### config.mk
export PLATFORM = sky130hd
export DESIGN_NAME = ifid_queue
export DESIGN_NICKNAME = d
export VERILOG_FILES = /design/src/rtl/ifid_pkg.sv /design/src/rtl/ifid_fifo_ctrl.sv /design/src/rtl/ifid_queue.sv
export SDC_FILE = /design/constraint.sdc
export NUM_CORES = 1
export LEC_CHECK = 0
export BUFFER_PORTS_ARGS = -buffer_cell sky130_fd_sc_hd__buf_2
export CORE_MARGIN = 5
export CORE_UTILIZATION = 30
export CTS_BUF_LIST = sky130_fd_sc_hd__clkbuf_4 sky130_fd_sc_hd__clkbuf_8
export DETAILED_ROUTE_END_ITERATION = 10
export GPL_ROUTABILITY_DRIVEN = 0
export SYNTH_ARGS = -nofsm -noshare
export SYNTH_HDL_FRONTEND = slang
export SYNTH_HIERARCHICAL = 1
export SYNTH_SLANG_ARGS = --single-unit
### constraint.sdc
create_clock -name clk -period 2.55 [get_ports clk]
set_clock_uncertainty 0.15 [all_clocks]
set_input_delay 0.255 -clock clk [delete_from_list [all_inputs] [get_ports clk]]
set_output_delay 0.255 -clock clk [all_outputs]
set_load 0.01 [all_outputs]
### src/rtl/ifid_pkg.sv
// ifid_pkg: shared types and constants for the IF/ID decoupling queue.
//
// Contents:
//   DEFAULT_DEPTH  default number of queue entries (power of two, >= 2)
//   NOP_INST       instruction shown to decode on a bubble when the
//                  IFID_BUBBLE_NOP_EN macro is defined
//   ifid_entry_t   one queued {inst, pc} pair
//
// `COMMON_WIDTH normally comes from common_def.h; the fallback below keeps
// this slice self-contained when that header is not on the include path.

`ifndef COMMON_WIDTH
`define COMMON_WIDTH 32
`endif

package ifid_pkg;

    localparam int DEFAULT_DEPTH = 2;

    localparam logic [`COMMON_WIDTH-1:0] NOP_INST = 32'h0000_0000;

    typedef struct packed {
        logic [`COMMON_WIDTH-1:0] inst;
        logic [`COMMON_WIDTH-1:0] pc;
    } ifid_entry_t;

endpackage

### src/rtl/ifid_fifo_ctrl.sv
// ifid_fifo_ctrl: pointer, occupancy and handshake control for ifid_queue.
//
// Ports:
//   clk, rst      pipeline clock, synchronous active-high reset
//   flush         jump redirect; clears pointers and count, beats push/pop
//   fetch_valid   fetch presents a pair this cycle
//   id_ready      decode consumes the head this cycle
//   fetch_ready   queue not full (registered state only)
//   id_valid      queue not empty (registered state only)
//   wr_en         write the fetch pair into entry[wr_ptr] at this edge
//   wr_ptr        next slot to write
//   rd_ptr        head slot
//   count         occupancy, 0..DEPTH
//
// Handshake: a transfer happens on an edge where valid and ready are both
// high; ready never depends combinationally on the partner's valid or ready.

module ifid_fifo_ctrl
    import ifid_pkg::*;
#(
    parameter  int DEPTH = DEFAULT_DEPTH,
    localparam int PTR_W = $clog2(DEPTH)
) (
    input  logic             clk,
    input  logic             rst,
    input  logic             flush,
    input  logic             fetch_valid,
    input  logic             id_ready,
    output logic             fetch_ready,
    output logic             id_valid,
    output logic             wr_en,
    output logic [PTR_W-1:0] wr_ptr,
    output logic [PTR_W-1:0] rd_ptr,
    output logic [PTR_W:0]   count
);

    localparam logic [PTR_W:0] FULL_COUNT = DEPTH[PTR_W:0];

    logic full;
    logic empty;
    logic push;
    logic pop;

    assign full        = (count == FULL_COUNT);
    assign empty       = (count == '0);
    assign fetch_ready = !full;
    assign id_valid    = !empty;

    // When full, no push even if a pop frees a slot this same cycle.
    assign push  = fetch_valid && !full;
    assign pop   = !empty && id_ready;
    // A flushed cycle's fetch pair is wrong-path: do not store it.
    assign wr_en = push && !flush;

    always_ff @(posedge clk) begin
        if (rst || flush) begin
            wr_ptr <= '0;
            rd_ptr <= '0;
            count  <= '0;
        end else begin
            // Pointers wrap naturally since DEPTH is a power of two.
            if (push) wr_ptr <= wr_ptr + 1'b1;
            if (pop)  rd_ptr <= rd_ptr + 1'b1;
            case ({push, pop})
                2'b10:   count <= count + 1'b1;
                2'b01:   count <= count - 1'b1;
                default: count <= count;
            endcase
        end
    end

endmodule

### src/rtl/ifid_queue.sv
// ifid_queue: FIFO decoupling buffer between fetch and decode, replacing
// the bare IF/ID register. First-word fall-through: the head entry is
// driven combinationally onto id_inst/id_pc. A pushed pair appears on the
// id_* outputs the cycle after it is captured; there is no bypass.
//
// Ports:
//   clk, rst      pipeline clock, synchronous active-high reset
//   flush         jump redirect; discards all entries and the current pair
//   fetch_valid   fetch presents {fetch_inst, fetch_pc}
//   fetch_inst    fetched instruction
//   fetch_pc      address of fetch_inst
//   fetch_ready   queue accepts a pair this cycle (feeds fetch stall)
//   id_valid      head entry valid
//   id_inst       head instruction
//   id_pc         head pc
//   id_ready      decode consumes the head
//
// Configuration macro IFID_BUBBLE_NOP_EN: when defined, id_inst/id_pc show
// NOP/0 whenever id_valid is low; otherwise they show the (stale) entry at
// the read pointer and decode must qualify with id_valid.

module ifid_queue
    import ifid_pkg::*;
#(
    parameter  int DEPTH = DEFAULT_DEPTH,
    localparam int PTR_W = $clog2(DEPTH)
) (
    input  logic                     clk,
    input  logic                     rst,
    input  logic                     flush,
    input  logic                     fetch_valid,
    input  logic [`COMMON_WIDTH-1:0] fetch_inst,
    input  logic [`COMMON_WIDTH-1:0] fetch_pc,
    output logic                     fetch_ready,
    output logic                     id_valid,
    output logic [`COMMON_WIDTH-1:0] id_inst,
    output logic [`COMMON_WIDTH-1:0] id_pc,
    input  logic                     id_ready
);

    ifid_entry_t      mem [DEPTH];
    ifid_entry_t      head;
    logic             wr_en;
    logic [PTR_W-1:0] wr_ptr;
    logic [PTR_W-1:0] rd_ptr;
    logic [PTR_W:0]   count;

    ifid_fifo_ctrl #(
        .DEPTH (DEPTH)
    ) u_ctrl (
        .clk         (clk),
        .rst         (rst),
        .flush       (flush),
        .fetch_valid (fetch_valid),
        .id_ready    (id_ready),
        .fetch_ready (fetch_ready),
        .id_valid    (id_valid),
        .wr_en       (wr_en),
        .wr_ptr      (wr_ptr),
        .rd_ptr      (rd_ptr),
        .count       (count)
    );

    // Storage is cleared on reset so id_inst/id_pc read 0 afterwards;
    // flush only resets the pointers and leaves the contents stale.
    always_ff @(posedge clk) begin
        if (rst) begin
            for (int i = 0; i < DEPTH; i++) begin
                mem[i] <= '0;
            end
        end else if (wr_en) begin
            mem[wr_ptr] <= '{inst: fetch_inst, pc: fetch_pc};
        end
    end

    assign head = mem[rd_ptr];

`ifdef IFID_BUBBLE_NOP_EN
    assign id_inst = id_valid ? head.inst : NOP_INST;
    assign id_pc   = id_valid ? head.pc   : '0;
`else
    assign id_inst = head.inst;
    assign id_pc   = head.pc;
`endif

endmodule

==> impl_results.md <==
- Status: completed
- Num CTS Buffers: 17
- WHS Path Cells: 3
- Critical Path Max Stage Delay: 0.42 ns
- R2R depth: 7
- Layer with the highest usage: met2
- Die height: 148 um
- H-tree level count: 4
- Area delta synth->final: 34.5%
- Crit Path Class: reg -> out
- IO Pins: about 140
- Crit path arrival time: 1.81 ns
- CP Capture Type: primary output
- Die area: 22000 um^2
- Top cells by area, synth: edfxtp_1 67%, mux2_2 13%, and2_1 7.0%, and3_1 7.0%, dfxtp_1 1.4%
- Slew @ Worst Pin: ~0.53 ns
- Synth Flop Type: edfxtp_1
- Synth top area share: 66.8%
- Setup TNS: 0 ns
- Via count: 3766
- Final setup vio count: 0
- Pwr Total: 4600 uW
- Buf/Inv on CP: 2
- RSZ-0062 raised after global routing: false
- Fin crit share: between 80% and 90%
- Min cycle time layout: about 2.2 ns
- Maximum vdd drop: between 0.0002 and 0.0003 V
- FMAX: 452 MHz
- Mapped Cells: 376
- Worst Setup SP: u_ctrl/rd_ptr$_SDFFE_PP0P_
- DRC Markers: 0
- Post-DP Area: 6730 um^2
- Startpoint Class: register
- Pwr/cell area: 594 nW/um^2
- Seq/Total Area, Yosys: 68.2%
- Drt total wl: 13500 um
- Pins over their slew limit: 0
- Syn avg cell area: 15.3 um^2
- Final Cell Area: 7740 um^2
- # nets final: 649
- Rel. slew slack: around 64%
- Core footprint: around 19000 um^2
- Static leakage: 0.00338 uW
- Clock sink count: ~130
- Total gr overflow: 0
- Number of cell rows: 50
- Clk buf depth: 2
- Clock latency on the worst-skew pair: around 0.43 ns
- Avg WL per Cell: approximately 16 um
- Crit path depth: 3
- Top-count cell post-synth: edfxtp_1
- Routed Antenna Nets: 0
- Postcts setup bufs: 0
- Mapped Nets: about 450
- Port Buf Inserts: 134
- First-pass GRT wire length: 21400 um
- GR Util met1: 15.3%
- Seq cells post-synth: 132
- CP delay by family, top: buffers and inverters
- Via density: ~4.6
- Place WS: 0.515 ns
- Ys async rst share: 0%
- CP required: 2.14 ns
- DIE WIDTH: between 100 and 150 um
- Maximum capacitance violations: 0
- Initial DRC count: 179
- Met2 Use GR: 21.5%
- Drt pass-1 iters: 4
- CTS tree: built
- Pin count of the biggest net entering global routing: 65
- Setup ws final: around 0.34 ns
- Synthesis Warnings: 6
- Total GRT Usage: 12.6%
- Half-perimeter wire length after placement: 8220 um
- Hold WC Path Type: in -> reg
- Crit-path slowest cell: buf_4
- Hold Path Origin: rst
- M3 GR Usage: 4.30%
- R2r startpoint: u_ctrl/count[0]$_SDFFE_PP0P_
- Biggest area consumer among synthesized cells: edfxtp_1
- Count of final hold-check violations: 0
- EDFF count, synth: approximately 130
- Top post-synthesis cells by count: 128 x edfxtp_1, 64 x and2_1, 64 x and3_1, 64 x mux2_2, 13 x clkbuf_2
- Critical-path maximum fanout: 37
- Root buffer cell: clkbuf_8
- Number of global-route vias before repair: 4146
- Share of cells above drive strength 1: 40.9%
- Initial core utilization: 30.7%
- Synth cell types: 24
- Clock transition at the registers of the reported paths: 0.07 ns
- Synth Cell Area: 5750 um^2
- Initial antenna violation count: 2
- Crit-path cells: buf_4, mux2_2, buf_2
==> state kept, by name, summed over array words and instances (netlist names) <==
| register | cells |
|---|---|
| mem | 128 |
| u_ctrl/count | 2 |
| u_ctrl/rd_ptr | 1 |
| u_ctrl/wr_ptr | 1 |
==> per-layer routing <==
layer	wire length, um	share of wire (%)
met1	5880	44
met2	6810	50
met3	655	4.9
met4	135	1.0
met5	7	0.052
==> kinds of logic after synthesis <==
logic type / count (synthesis) / share of synthesized area (%)
DFF: 132 / 68.2
muxes: 64 / 12.5
adders and majority gates: 1 / 0.217
xor gates and xnor gates: 3 / 0.457
AOI/OAI and AO/OA: 7 / 0.761
and+or+nand+nor: 139 / 15.2
buffers and inverters: 30 / 2.67
==> tightest hold or removal path, stage by stage <==
cell	delay (ns)
buf_2	0.19
or2_2	0.19
a21oi_1	0.05
==> repair_timing <==
item / in CTS / in global routing
resized for setup: 0 / 0
hold buffers: 67 / 0
hold endpoints to repair: 132 / 0
==> stage by stage <==
| step | std cells | hold WS (ns) | utilization (%) |
|---|---|---|---|
| global placement | 727 | 0.332 | 35.8 |
| CTS | 825 | 0.0795 | 41.2 |
| detailed placement | 727 | 0.392 | 35.8 |
| finish | 826 | 0.134 | 41.2 |
| floorplan | 376 | 0.301 | - |
| global route | 826 | 0.128 | 41.2 |
==> placed cells by master, fill, tap and decap left out, drive strengths merged, types with 3 or more instances in the layout <==
cell / n
and2: 64
and3: 64
buf: 144
clkbuf: 19
clkinv: 9
dfxtp: 4
dlygate4sd3: 67
edfxtp: 128
inv: 3
mux2: 64
nor2: 3
==> where the power goes <==
part / switching (uW) / total [uW] / internal [uW]
Combinational: 258 / 523 / 266
Sequential: 27.7 / 2520 / 2500
Clock: 785 / 1550 / 767
==> path summary, 6_finish.rpt <==
path              slack, ns                            to
setup / recovery       0.34                    id_inst[0]
hold / removal         0.13    u_ctrl/wr_ptr$_SDFFE_PP0N_
setup reg to reg       0.48       mem[0][9]$_SDFFCE_PN0P_
hold reg to reg        0.40  u_ctrl/count[1]$_SDFFE_PP0P_
==> cell type report <==
cell class	instances	area [um^2]
Timing Repair Buffer	211	1470
Sequential cell	132	3930
Clock buffer	19	249
Clock inverter	12	91.3
Tap cell	234	293
Inverter	3	11.3
Antenna cell	1	2.50
Fill cell	1760	11000
Multi-Input combinational cell	214	1700
(Power assumes the default switching activity.)
